**src/rtl/seq_magnitude_comparator_if.sv**
```systemverilog
// Handshake and result bundle for seq_magnitude_comparator.
// The producer drives operands (in_valid/a/b/signed_mode), the consumer
// drives out_ready, and the comparator drives everything else.
interface seq_magnitude_comparator_if #(
   parameter int WIDTH = 16
) ();
   logic             in_valid;
   logic             in_ready;
   logic [WIDTH-1:0] a;
   logic [WIDTH-1:0] b;
   logic             signed_mode;
   logic             out_valid;
   logic             out_ready;
   logic             A_eq_B;
   logic             A_gt_B;
   logic             A_lt_B;
   logic             busy;

   // Comparator side.
   modport slave (
      input  in_valid, a, b, signed_mode, out_ready,
      output in_ready, out_valid, A_eq_B, A_gt_B, A_lt_B, busy
   );

   // Producer/consumer side.
   modport master (
      output in_valid, a, b, signed_mode, out_ready,
      input  in_ready, out_valid, A_eq_B, A_gt_B, A_lt_B, busy
   );
endinterface

```
**src/rtl/seq_magnitude_comparator.sv**
```systemverilog
// Multi-cycle magnitude comparator.
// Walks the operands MSB-first, CHUNK bits per clock, with optional early
// exit on the first differing chunk. Signed mode ranks the top chunk with
// its MSB inverted, which turns a two's complement order into an unsigned
// one for that chunk; lower chunks are always unsigned.
module seq_magnitude_comparator #(
   parameter int WIDTH      = 16,
   parameter int CHUNK      = 4,
   parameter int EARLY_EXIT = 1
) (
   input logic                       clk,
   input logic                       rst,
   seq_magnitude_comparator_if.slave bus
);

   localparam int NCHUNK = WIDTH / CHUNK;
   localparam int IDX_W  = (NCHUNK > 1) ? $clog2(NCHUNK) : 1;
   localparam logic [IDX_W-1:0] TOP_IDX = IDX_W'(NCHUNK - 1);

   // Reject configurations where the operand cannot be split evenly.
   generate
      if ((CHUNK < 1) || (CHUNK > WIDTH) || ((WIDTH % CHUNK) != 0)) begin : g_cfg_err
         $error("seq_magnitude_comparator: WIDTH must be a non-zero multiple of CHUNK");
      end
   endgenerate

   typedef enum logic [1:0] {
      S_IDLE,
      S_COMPARE,
      S_DONE
   } state_t;

   state_t           state_q, state_d;
   logic [WIDTH-1:0] a_q, a_d;
   logic [WIDTH-1:0] b_q, b_d;
   logic             sign_q, sign_d;
   logic [IDX_W-1:0] idx_q, idx_d;
   logic             dec_gt_q, dec_gt_d;   // decision recorded while still walking
   logic             dec_lt_q, dec_lt_d;
   logic             eq_q, eq_d;           // registered result flags
   logic             gt_q, gt_d;
   logic             lt_q, lt_d;

   logic [CHUNK-1:0] chunk_a;
   logic [CHUNK-1:0] chunk_b;
   logic             decided;
   logic             hit_gt;
   logic             hit_lt;
   logic             finish;

   // Select the chunk under examination and rank it.
   // NOTE: every signal written in an always_comb gets a default first, so no path can infer a latch.
   always_comb begin
      chunk_a = a_q[int'(idx_q) * CHUNK +: CHUNK];
      chunk_b = b_q[int'(idx_q) * CHUNK +: CHUNK];
      if (sign_q && (idx_q == TOP_IDX)) begin
         chunk_a[CHUNK-1] = ~chunk_a[CHUNK-1];
         chunk_b[CHUNK-1] = ~chunk_b[CHUNK-1];
      end
      decided = dec_gt_q | dec_lt_q;
      hit_gt  = dec_gt_q | (~decided & (chunk_a > chunk_b));
      hit_lt  = dec_lt_q | (~decided & (chunk_a < chunk_b));
      finish  = (idx_q == '0) || ((EARLY_EXIT != 0) && (hit_gt || hit_lt));
   end

   // Next-state and datapath control.
   always_comb begin
      state_d  = state_q;
      a_d      = a_q;
      b_d      = b_q;
      sign_d   = sign_q;
      idx_d    = idx_q;
      dec_gt_d = dec_gt_q;
      dec_lt_d = dec_lt_q;
      eq_d     = eq_q;
      gt_d     = gt_q;
      lt_d     = lt_q;

      case (state_q)
         S_IDLE: begin
            if (bus.in_valid) begin
               a_d      = bus.a;
               b_d      = bus.b;
               sign_d   = bus.signed_mode;
               idx_d    = TOP_IDX;
               dec_gt_d = 1'b0;
               dec_lt_d = 1'b0;
               eq_d     = 1'b0;
               gt_d     = 1'b0;
               lt_d     = 1'b0;
               state_d  = S_COMPARE;
            end
         end

         S_COMPARE: begin
            dec_gt_d = hit_gt;
            dec_lt_d = hit_lt;
            if (finish) begin
               gt_d    = hit_gt;
               lt_d    = hit_lt;
               eq_d    = ~(hit_gt | hit_lt);
               state_d = S_DONE;
            end else begin
               idx_d = idx_q - IDX_W'(1);
            end
         end

         S_DONE: begin
            if (bus.out_ready) begin
               eq_d    = 1'b0;
               gt_d    = 1'b0;
               lt_d    = 1'b0;
               state_d = S_IDLE;
            end
         end

         default: begin
            state_d = S_IDLE;
         end
      endcase
   end

   // Control state; reset drops any in-flight compare and its partial decision.
   // NOTE: sequential state uses non-blocking assignments so every register samples pre-edge values.
   always_ff @(posedge clk) begin
      if (rst) begin
         state_q  <= S_IDLE;
         idx_q    <= '0;
         dec_gt_q <= 1'b0;
         dec_lt_q <= 1'b0;
         eq_q     <= 1'b0;
         gt_q     <= 1'b0;
         lt_q     <= 1'b0;
      end else begin
         state_q  <= state_d;
         idx_q    <= idx_d;
         dec_gt_q <= dec_gt_d;
         dec_lt_q <= dec_lt_d;
         eq_q     <= eq_d;
         gt_q     <= gt_d;
         lt_q     <= lt_d;
      end
   end

   // Operand capture registers.
   // NOTE: data-only registers carry no reset; they are always loaded before the control path reads them.
   always_ff @(posedge clk) begin
      a_q    <= a_d;
      b_q    <= b_d;
      sign_q <= sign_d;
   end

   assign bus.in_ready  = (state_q == S_IDLE);
   assign bus.out_valid = (state_q == S_DONE);
   assign bus.busy      = (state_q != S_IDLE);
   assign bus.A_eq_B    = eq_q;
   assign bus.A_gt_B    = gt_q;
   assign bus.A_lt_B    = lt_q;

endmodule
```
**src/flat_wrapper.sv**
```systemverilog
// flat-port wrapper written by rule: the top's interface ports become plain ports
module seq_magnitude_comparator_flat 
#(
   parameter int WIDTH      = 16,
   parameter int CHUNK      = 4,
   parameter int EARLY_EXIT = 1
)
  (clk, rst, bus_in_valid, bus_a, bus_b, bus_signed_mode, bus_out_ready, bus_in_ready, bus_out_valid, bus_A_eq_B, bus_A_gt_B, bus_A_lt_B, bus_busy);
  seq_magnitude_comparator_if #(.WIDTH(WIDTH)) bus_i ();
  input logic clk;
  input logic rst;
  input wire logic [$bits(bus_i.in_valid)-1:0] bus_in_valid;
  input wire logic [$bits(bus_i.a)-1:0] bus_a;
  input wire logic [$bits(bus_i.b)-1:0] bus_b;
  input wire logic [$bits(bus_i.signed_mode)-1:0] bus_signed_mode;
  input wire logic [$bits(bus_i.out_ready)-1:0] bus_out_ready;
  output wire logic [$bits(bus_i.in_ready)-1:0] bus_in_ready;
  output wire logic [$bits(bus_i.out_valid)-1:0] bus_out_valid;
  output wire logic [$bits(bus_i.A_eq_B)-1:0] bus_A_eq_B;
  output wire logic [$bits(bus_i.A_gt_B)-1:0] bus_A_gt_B;
  output wire logic [$bits(bus_i.A_lt_B)-1:0] bus_A_lt_B;
  output wire logic [$bits(bus_i.busy)-1:0] bus_busy;
  assign bus_i.in_valid = bus_in_valid;
  assign bus_i.a = bus_a;
  assign bus_i.b = bus_b;
  assign bus_i.signed_mode = bus_signed_mode;
  assign bus_i.out_ready = bus_out_ready;
  assign bus_in_ready = bus_i.in_ready;
  assign bus_out_valid = bus_i.out_valid;
  assign bus_A_eq_B = bus_i.A_eq_B;
  assign bus_A_gt_B = bus_i.A_gt_B;
  assign bus_A_lt_B = bus_i.A_lt_B;
  assign bus_busy = bus_i.busy;
  seq_magnitude_comparator #(.WIDTH(WIDTH), .CHUNK(CHUNK), .EARLY_EXIT(EARLY_EXIT)) u_core (.clk(clk), .rst(rst), .bus(bus_i));
endmodule
```
**config.mk**
```make
export PLATFORM = sky130hd
export DESIGN_NAME = seq_magnitude_comparator_flat
export DESIGN_NICKNAME = d
export VERILOG_FILES = /design/src/rtl/seq_magnitude_comparator_if.sv /design/src/rtl/seq_magnitude_comparator.sv /design/src/flat_wrapper.sv
export SDC_FILE = /design/constraint.sdc
export NUM_CORES = 1
export LEC_CHECK = 0
export BUFFER_PORTS_ARGS = -buffer_cell sky130_fd_sc_hd__buf_2
export CORE_MARGIN = 2
export CORE_UTILIZATION = 39
export DETAILED_ROUTE_END_ITERATION = 6
export RECOVER_POWER = 50
export SLEW_MARGIN = 10
export SYNTH_ARGS = -nofsm -noshare
export SYNTH_HDL_FRONTEND = slang
export SYNTH_SLANG_ARGS = --single-unit
```
**constraint.sdc**
```tcl
create_clock -name clk -period 2.94 [get_ports clk]
set_clock_uncertainty 0.2 [all_clocks]
set_input_delay 0.147 -clock clk [delete_from_list [all_inputs] [get_ports clk]]
set_output_delay 0.147 -clock clk [all_outputs]
set_load 0.005 [all_outputs]
```
## Word-level counts from Yosys, hierarchy flattened

Cells that the tools add are included.

- Bits in registers: 42
- Bits of input ports: 37
- Output and inout port bits: 6
- Logic and storage cells: 64

- Magnitude comparators: 2
- Shifts and indexed selects: 2
- Add/sub/neg operators: 1
- Bitwise gates (word level): 10
- Reductions and logical operators: 13
- Multiplexer cells: 19
- Equal/unequal tests: 7

Operators with widths:

| operator | number |
|---|---|
| $shiftx 16x5->4 | 2 |
| $mux 2 | 5 |
| $pmux 1 s3 | 3 |
| $mux 1 | 7 |
| $ne 2x2->1 const B | 3 |
| $pmux 2 s3 | 1 |
| $reduce_and 3->1 | 2 |
| $eq 2x2->1 const B | 2 |
| $gt 4x4->1 | 1 |
| $logic_not 2->1 | 2 |
| $lt 4x4->1 | 1 |
| $not 1->1 | 4 |
| $or 1x1->1 | 4 |
| $pmux 1 s2 | 2 |
| $pmux 2 s2 | 1 |
| $reduce_and 2->1 | 2 |
| $reduce_and 4->1 | 1 |
| $reduce_bool 2->1 | 2 |
| $reduce_bool 3->1 | 1 |
| $and 1x1->1 | 2 |
| $eq 2x1->1 const B | 1 |
| $logic_or 1x1->1 | 2 |
| $ne 2x1->1 const B | 1 |
| $sub 2x1->2 const B | 1 |
| $logic_and 1x1->1 | 1 |

## Longest topological paths before layout

Gate-level depths: netlist (run 1).

- Depth in word-level cells: 10
- Mapped depth: 8

## Worst setup path after synthesis (run 1)

Ideal clock, no wire load.

- Path type: register to register
- From: register u_core.idx_q[0]
- To: register u_core.idx_q[0]
- Arrival time: 2.469 ns
- Slack: 0.185 ns
- Buffers on the path: 1
- Setup time: 0.086 ns
- Required time: 2.654 ns
- Cell stages (with the launch flop): 9
- Cell sequence: dfxtp_1 buf_2 mux4_2 xnor2_1 ha_1 a21o_1 o311a_4 and2_4 a211oi_1

- Word-level cells in the longest chain between the ends: 10
- Elaborated cells between the ends (all ways): 22

RTL lines:

| element | line | source |
|---|---|---|
| start, declared | seq_magnitude_comparator.sv:37 | `logic [IDX_W-1:0] idx_q, idx_d;` |
| start signal, assigned | seq_magnitude_comparator.sv:136 | `idx_q <= idx_d;` |
| $shiftx 16x5->4, or another cell as far along | seq_magnitude_comparator.sv:54 | `chunk_a = a_q[int'(idx_q) * CHUNK +: CHUNK];` |
| $not 1->1, or another cell as far along | seq_magnitude_comparator.sv:57 | `chunk_a[CHUNK-1] = ~chunk_a[CHUNK-1];` |
| $mux 1 | seq_magnitude_comparator.sv:56 | `if (sign_q && (idx_q == TOP_IDX)) begin` |
| $gt 4x4->1 or $lt 4x4->1 (tied branches) | seq_magnitude_comparator.sv:61, seq_magnitude_comparator.sv:62 |  |
| $and 1x1->1, on equally long branches | seq_magnitude_comparator.sv:61, seq_magnitude_comparator.sv:62 |  |
| $or 1x1->1, on equally long branches | seq_magnitude_comparator.sv:61, seq_magnitude_comparator.sv:62 |  |
| $logic_or 1x1->1 (2 in a row) | seq_magnitude_comparator.sv:63 | `finish = (idx_q == '0) \|\| ((EARLY_EXIT != 0) && (hit_gt \|\| hit_lt));` |
| $ne 2x2->1 (no source line) | -- |  |
| $reduce_and 3->1 (no source line) | -- |  |

Parallel ways exist; a longest one is shown, timed or not. The select of a mux whose other input is x is not followed.
A chain may end at the register's enable or synchronous reset.

## Final worst setup path (run 1)

Ends and elaborated chain as after synthesis.

==> results.ini, run 1 <==
[sta]
tightest_slew_ns = 0.847
relSlewSlack_pct = 43.5
setup_viol = 0
fmax_mhz = 364
tns_ns = 0
timing.hold.ws_ns = 0.283
hold_viol = 0
rsz0062_at_grt = no
min_period_ns = 2.75
fin_crit_sh_pct = 93.4
slew_violations = 0
worst_slack_ns = 0.193

[floorplan]
die_w_um = 71.8
start_util_pct = 40.9
dieHeight_um = 71.8
std_cell_rows = 24
coreArea_um2 = 4380
dieArea_um2 = 5160
ios = 43

[finish]
nFillCells = 360
final_nets = 243
area_growth_pct = 40.6
drive_above_1_share_pct = 31.8
seq_area_um2 = 1170
diodes = 0
final_common_cell = buf_2
multi_input_area_um2 = 567
final_cell_mix = buf_2, dlygate4sd3_1, edfxtp_1, inv_1, dfxtp_1

[worst_setup_path]
cp_max_fo = 9
crit_arrival_ns = 2.75
start_kind = flop
crit_buf_inv = 1
worstPathCellList = buf_4, mux4_2, ha_1, nor2b_1, o311a_4, and2_4, a211oi_1
endpoint_kind = flop
critPathKind = reg -> reg
crit_family = compound AO/OA/AOI/OAI gates
required_ns = 2.95
reg2reg_from = u_core.idx_q[0]
cp-startpoint = u_core.idx_q[0]
cp_slowest_cell = mux4_2
slowest_delay_ns = 0.52

[logic_synthesis]
netlist.area_leader.share_pct = 55.3
synth_top_area_cell = edfxtp_1
syn_inst = 115
synthTopCellsByArea = edfxtp_1, dfxtp_1, mux4_2
syn-mean-instance-area_um2 = 15.6
ys_types = 34
synth_flop_cell = edfxtp_1
ys_async_sr_fraction_pct = 0
synth_nets = 158
synth_edf_count = 33
ys_ff_latch = 42
syn_area_um2 = 1790
yosysWarningCount = 0
synth-seq-area-share_pct = 65.3

[power]
p_int_mw = 0.990
switchingPower_mw = 0.339
p_leak_nw = 1.00
pwr_density_cell_nw_per_um2 = 527
combPwrFrac_pct = 18.8
power_frac_clock_pct = 27.6
ir_drop_mv = 0.249
pwr-share-seq_pct = 53.6
p_sw_share_pct = 25.5

[global_routing]
grt_start_max_net_pins = 36
grt_pass1_vias = 1305
grt_util_all_layers_pct = 14.7
grt_antenna_before_repair = 0
grt-ovfl-total = 0
grt_pass1_wl_um = 5710

[place]
port_buffers = 42
dpl.hpwl_um = 2370
routabilityCongestion = 0.774
pre_cts_ws_ns = 0.185

[route]
drtAntennaViolNets = 0
routed_wl_um = 3410
first_pass_iters = 4
vias_per_cell = 5.00
via_count = 1264
drc_errors = 0
drt-initial-drc-count = 60
avgRoutedWirePerCell_um = 13.5

[outcome]
outcome = finished, final reports clean

[clock_tree]
cts_tree = built
post_cts.repair.setup_buffers = 0
htreeDepth = 2
root_buffer = clkbuf_8
max-clock-path-buffers = 2
cts_sinks = 42
clkLatencyLatePin_ns = 0.29
cts_buffers = 5
path_clk_slew_ns = 0.08

[run]
cap_violations = 0

[min_path]
min_from = u_core.bus.A_lt_B
min_path_type = reg -> reg

==> synthesized netlist by cell type, drive strengths merged, types with 2 or more instances <==
| master | n |
|---|---|
| edfxtp | 33 |
| inv | 11 |
| dfxtp | 9 |
| mux4 | 8 |
| ha | 6 |
| a211oi | 5 |
| nor2 | 5 |
| a21oi | 4 |
| nand2 | 4 |
| buf | 3 |
| nor2b | 3 |
| nand2b | 2 |
| nor3 | 2 |
==> per-layer routing <==
metal	vias to the layer above	part of all wire (%)	track usage, %	wire (µm)
met1	599	43	18.0	1460
met5	-	0	0	0
li1	614	-	-	-
met3	10	5.0	4.50	170
met4	0	2.3	7.76	80
met2	41	50	23.6	1700
==> layout make-up <==
class	instances	share of cell area [%]
Timing Repair Buffer	81	23.3
Clock buffer	5	2.73
Clock inverter	3	0.844
Sequential cell	42	46.5
Inverter	11	1.64
Tap cell	52	2.58
Multi-Input combinational cell	59	22.5
==> worst paths after layout <==
| check | endpoint | slack, ns | cells past startpoint |
|---|---|---|---|
| worst min register to register | u_core.bus.A_lt_B | 0.28 | 2 |
| worst min-delay path | u_core.bus.A_lt_B | 0.28 | 2 |
| worst max register to register | u_core.idx_q[0] | 0.19 | 7 |
| worst max-delay path | u_core.idx_q[0] | 0.19 | 7 |
==> stage by stage <==
step	instances	power (mW)	utilization, %	cell area [µm²]
6_report	253	1.33	57.5	2520
5_1_grt	253	1.40	57.5	2520
4_1_cts	253	1.34	57.6	2530
3_5_place_dp	209	0.942	47.4	2080
3_3_place_gp	209	0.934	47.4	2080
2_1_floorplan	115	0.866	-	1790
==> worst register-to-register path, stage by stage (launching register included) <==
cell and delay (ns):
dfxtp_1 0.43, buf_4 0.25, mux4_2 0.52, ha_1 0.31
nor2b_1 0.16, o311a_4 0.39, and2_4 0.17, a211oi_1 0.23
==> cell families after synthesis <==
kind of cell	count (synthesis)	synth area share, %
buffers and inverters	14	3.07
adders and majority gates	6	4.19
xor gates and xnor gates	2	0.977
AOI/OAI and AO/OA	20	9.00
muxes	8	10.0
and+or+nand+nor	23	7.40
DFF	42	65.3
==> power groups by stage <==
stage / Combinational, mW / Sequential, mW / Clock [mW]
global placement: 0.210 / 0.725 / 0
floorplan: 0.148 / 0.718 / 0
finish: 0.250 / 0.711 / 0.367
detailed placement: 0.216 / 0.725 / 0
global route: 0.279 / 0.717 / 0.405
CTS: 0.254 / 0.712 / 0.378
==> repair_timing <==
item                                    CTS  global route
endpoints found under the hold margin    40             0
endpoints found under the setup margin    0             0
hold buffers                             36             0
resized for setup                         0             0
==> state kept, by name, summed over array words and instances, names as in the netlist, 2 cells and up <==
name	cells
u_core.state_q	2
u_core.idx_q	2
u_core.b_q	16
u_core.a_q	16
No activity file was read; power rests on OpenSTA's default activity.
==> run 2: changes to the inputs <==
Settings changed: PLACE_DENSITY_LB_ADDON set to 0.2.
==> results.ini, run 2 (same netlist as run 1, synthesis figures left out) <==
[outcome]
outcome = finished, final reports clean

[worst_setup_path]
worstPathCellList = buf_4, mux4_2, ha_1, nor2b_1, o311a_4, and2_4, a211oi_1
slowest_delay_ns = 0.50  ; -0.02 ns
crit_cells = 7  ; unchanged
reg2reg_slack_ns = 0.19  ; about the same
timing.reg2reg.worst_path_depth = 7  ; unchanged
crit_buf_inv = 1  ; unchanged
required_ns = 2.94  ; about the same
endpoint_kind = flop
cp_slowest_cell = mux4_2
start_kind = flop
critPathKind = reg -> reg
cp_max_fo = 7  ; -2
crit_arrival_ns = 2.76  ; about the same
crit_family = compound AO/OA/AOI/OAI gates

[run]
cap_violations = 0  ; unchanged

[place]
port_buffers = 42  ; unchanged
routabilityCongestion = 0.836  ; +8.0%
placed_cell_area_um2 = 2080  ; +0.36%
dpl.hpwl_um = 2300  ; -2.7%
dp.cells = 210  ; +0.48%

[sta]
rsz0062_at_grt = no
hold_viol = 0  ; unchanged
tightest_slew_ns = 0.885  ; +0.0374 ns
min_period_ns = 2.75  ; +0.00644 ns
fin_crit_sh_pct = 93.7  ; +0.22 points
slew_violations = 0  ; unchanged
fmax_mhz = 363  ; -0.23%
setup_viol = 0  ; unchanged
relSlewSlack_pct = 41.0  ; -2.5 points
tns_ns = 0  ; unchanged

[clock_tree]
path_clk_slew_ns = 0.08  ; about the same
htreeDepth = 2  ; unchanged
root_buffer = clkbuf_8
max-clock-path-buffers = 2  ; unchanged
cts_sinks = 42  ; unchanged
clkLatencyLatePin_ns = 0.29  ; about the same
cts_tree = built
cts_buffers = 5  ; unchanged

[finish]
reg_top3 = u_core.a_q x16, u_core.b_q x16
fin_util_pct = 57.5  ; about the same
seq_area_um2 = 1170  ; unchanged
stdcell_count = 254  ; +0.40%
nFillCells = 354  ; -1.7%
multi_input_area_um2 = 567  ; unchanged
post-route-cell-area_um2 = 2520  ; about the same
diodes = 0  ; unchanged
final_nets = 244  ; +0.41%
drive_above_1_share_pct = 30.7  ; -1.1 points
final_cell_mix = dlygate4sd3_1, buf_2, edfxtp_1, inv_1, dfxtp_1
area_growth_pct = 40.7  ; about the same

[min_path]
hold_depth = 2  ; unchanged
min_path_type = reg -> reg

[route]
vias_per_cell = 4.93  ; -1.3%
drtAntennaViolNets = 0  ; unchanged
drt-initial-drc-count = 89  ; +48%
avgRoutedWirePerCell_um = 13.5  ; +0.22%
routed_wl_um = 3430  ; +0.62%
drc_errors = 0  ; unchanged
via_count = 1253  ; -0.87%
first_pass_iters = 4  ; unchanged

[floorplan]
std_cell_rows = 24  ; unchanged
coreArea_um2 = 4380  ; unchanged
die_w_um = 71.8  ; unchanged
ios = 43  ; unchanged
start_util_pct = 40.9  ; unchanged
dieHeight_um = 71.8  ; unchanged
dieArea_um2 = 5160  ; unchanged

[global_routing]
grt_util_all_layers_pct = 15.0  ; +0.29 points
grt_pass1_vias = 1339  ; +2.6%
grt_antenna_before_repair = 0  ; unchanged
grt_start_max_net_pins = 37  ; +2.8%
grt_pass1_wl_um = 5760  ; +0.84%
grt-ovfl-total = 0  ; unchanged

[power]
p_leak_nw = 0.999  ; -0.10%
pwr_density_cell_nw_per_um2 = 525  ; -0.43%
ir_drop_mv = 0.321  ; +29%
p_total_mw = 1.32  ; -0.38%

[run 2: path summary, 6_finish.rpt]
path	endpoint	start
worst max-delay path	u_core.idx_q[0]	u_core.idx_q[0]
worst min-delay path	u_core.bus.A_lt_B	u_core.bus.A_lt_B
worst max register to register	u_core.idx_q[0]	u_core.idx_q[0]
worst min register to register	u_core.bus.A_lt_B	u_core.bus.A_lt_B
[run 2: through the flow]
stage | setup slack, ns | hold slack [ns]
5_1_grt | 0.00352 | 0.326
3_5_place_dp | 0.206 | 0.125
6_report | 0.186 | 0.284
3_3_place_gp | 0.299 | 0.123
4_1_cts | 0.167 | 0.291
2_1_floorplan | 0.185 | 0.0459
[run 2: timing repair]
action,CTS,global route
endpoints found under the hold margin,40,0
setup buffers,0,0
hold buffers,36,0
gates resized for setup,0,0
[run 2: layout make-up]
class	instances	share of cell area (%)
well taps	52	2.58
clock buffers	6	2.88
repair buffers	82	23.5
multi-input cells	59	22.5
clock inverters	2	0.546
flip-flops and latches	42	46.4
inverters	11	1.64
[run 2: metal layers]
layer  part of all wire, %  track usage (%)  vias up
met5                     0                0        -
met1                    44             17.6      594
met3                   5.1             5.06        7
met2                    50             25.6       35
li1                      -                -      617
met4                   1.5             5.66        0
[run 2: worst min-delay path: stages (launching register included)]
cell     delay (ns)
dfxtp_1        0.31
nand2_1        0.06
o32ai_1        0.07
[run 2: where the power goes]
part / total, mW / leakage [nW] / switching, mW / internal, mW
registers: 0.713 / 0.390 / 0.0218 / 0.692
clock network: 0.360 / 0.0452 / 0.193 / 0.167
logic: 0.249 / 0.564 / 0.116 / 0.133
total: 1.32 / 0.999 / 0.331 / 0.992
==> run 3: changes to the inputs <==
Settings changed: CORE_MARGIN 2 to not set, SLEW_MARGIN 10 to not set.
==> results.ini, run 3 (same netlist as run 1, synthesis figures left out) <==
[sta]
worst_slack_ns = 0.178  ; -0.00865 ns
min_period_ns = 2.76  ; +0.00866 ns
fmax_mhz = 362  ; -0.31%
slew_violations = 0  ; unchanged
setup_viol = 0  ; unchanged
tns_ns = 0  ; unchanged
fin_crit_sh_pct = 94.0  ; +0.29 points
hold_viol = 0  ; unchanged
relSlewSlack_pct = 42.5  ; +1.5 points
tightest_slew_ns = 0.863  ; -0.0221 ns
rsz0062_at_grt = no

[clock_tree]
root_buffer = clkbuf_8
path_clk_slew_ns = 0.07  ; about the same
cts_sinks = 42  ; unchanged
cts_tree = built
clkLatencyLatePin_ns = 0.28  ; about the same
htreeDepth = 2  ; unchanged
post_cts.repair.setup_buffers = 0  ; unchanged
cts_buffers = 5  ; unchanged
max-clock-path-buffers = 2  ; unchanged

[floorplan]
ios = 43  ; unchanged
dieArea_um2 = 4870  ; -5.5%
dieHeight_um = 69.8  ; -2.8%
die_w_um = 69.8  ; -2.8%
std_cell_rows = 24  ; unchanged
start_util_pct = 40.9  ; unchanged
coreArea_um2 = 4380  ; unchanged

[global_routing]
grt_pass1_wl_um = 6040  ; +4.8%
grt_start_max_net_pins = 37  ; unchanged
grt-ovfl-total = 0  ; unchanged
grt_util_all_layers_pct = 16.0  ; +0.97 points
grt_antenna_before_repair = 0  ; unchanged
grt_pass1_vias = 1361  ; +1.6%

[power]
pwr_density_cell_nw_per_um2 = 551  ; +5.1%
ir_drop_mv = 0.361  ; +12%
p_leak_nw = 1.01  ; +1.2%

[finish]
final_common_cell = buf_2
drive_above_1_share_pct = 30.7  ; unchanged
diodes = 0  ; unchanged
final_nets = 244  ; unchanged
fin_util_pct = 58.0  ; +0.49 points
final_cell_mix = buf_2, dlygate4sd3_1, edfxtp_1, inv_1, dfxtp_1
reg_top3 = u_core.a_q x16, u_core.b_q x16
area_growth_pct = 41.9

[worst_setup_path]
slowest_delay_ns = 0.55  ; +0.05 ns
start_kind = flop
worstPathCellList = mux4_2, xnor2_1, ha_1, a21o_1, o311a_4, and2_4, a211oi_1
crit_family = compound AO/OA/AOI/OAI gates
cp_slowest_cell = mux4_2
required_ns = 2.93  ; about the same
critPathKind = reg -> reg
crit_buf_inv = 0  ; -1
endpoint_kind = flop
cp_max_fo = 6  ; -1
crit_arrival_ns = 2.75  ; about the same

[route]
first_pass_iters = 4  ; unchanged
drc_errors = 0  ; unchanged
vias_per_cell = 5.04  ; +2.1%
avgRoutedWirePerCell_um = 14.1  ; +4.1%
drtAntennaViolNets = 0  ; unchanged
drt-initial-drc-count = 80  ; -10%
routed_wl_um = 3570  ; +4.1%
via_count = 1279  ; +2.1%

[outcome]
outcome = finished, final reports clean

[place]
pre_cts_ws_ns = 0.218  ; +0.0121 ns
port_buffers = 42  ; unchanged
routabilityCongestion = 0.782  ; -6.4%
dpl.hpwl_um = 2360  ; +2.5%

[run]
cap_violations = 0  ; unchanged

[min_path]
min_path_type = reg -> reg

[run 3: cell types whose count changed in the layout (fill, tap and decap cells not counted)]
cell	previous run	this run
bufinv_16	0	1
buf_2	36	37
clkinv_4	1	0
clkinv_2	1	0
[run 3: cell type report]
| type | instances | area, µm² |
|---|---|---|
| timing repair buffer | 82 | 593 |
| clock buffer | 7 | 76.3 |
| multi-input combinational | 59 | 567 |
| clock inverter | 1 | 30.0 |
| tap | 52 | 65.1 |
| inverter | 11 | 41.3 |
| sequential | 42 | 1170 |
| fill | 348 | 1840 |
[run 3: metal layers]
metal	global-route usage [%]	vias to the layer above	part of all wire, %
met3	4.36	4	4.8
li1	-	615	-
met1	19.4	616	43
met5	0	-	0
met2	28.1	44	51
met4	4.00	0	0.81
[run 3: final timing paths]
check	from	to	slack (ns)	depth (start not counted)
setup reg to reg	u_core.idx_q[0]	u_core.idx_q[0]	0.18	7
hold reg to reg	u_core.bus.A_lt_B	u_core.bus.A_lt_B	0.28	2
hold / removal	u_core.bus.A_lt_B	u_core.bus.A_lt_B	0.28	2
setup / recovery	u_core.idx_q[0]	u_core.idx_q[0]	0.18	7
[run 3: timing repair]
item                      CTS  global route
hold buffers               36             0
gates resized for setup     0             0
hold endpoints to repair   40             0
[run 3: per-stage QoR]
step                area [µm²]  cells  power, mW  hold WS [ns]
floorplan                 1790    115      0.866        0.0459
global route              2540    254       1.47         0.315
detailed placement        2080    210      0.944         0.125
CTS                       2550    254       1.41         0.277
global placement          2080    210      0.937         0.123
finish                    2540    254       1.40         0.276
[run 3: where the power goes]
group          internal, mW  switching (mW)  leakage (nW)  total [mW]
clock                 0.254           0.178        0.0524       0.432
sequential            0.692          0.0223         0.390       0.714
combinational         0.134           0.122         0.570       0.255
total                  1.08           0.323          1.01        1.40
[run 3: worst reg2reg max path: stages, from the launching register on]
cell and delay [ns]:
dfxtp_1 0.44, mux4_2 0.55, xnor2_1 0.15, ha_1 0.32
a21o_1 0.22, o311a_4 0.35, and2_4 0.17, a211oi_1 0.27
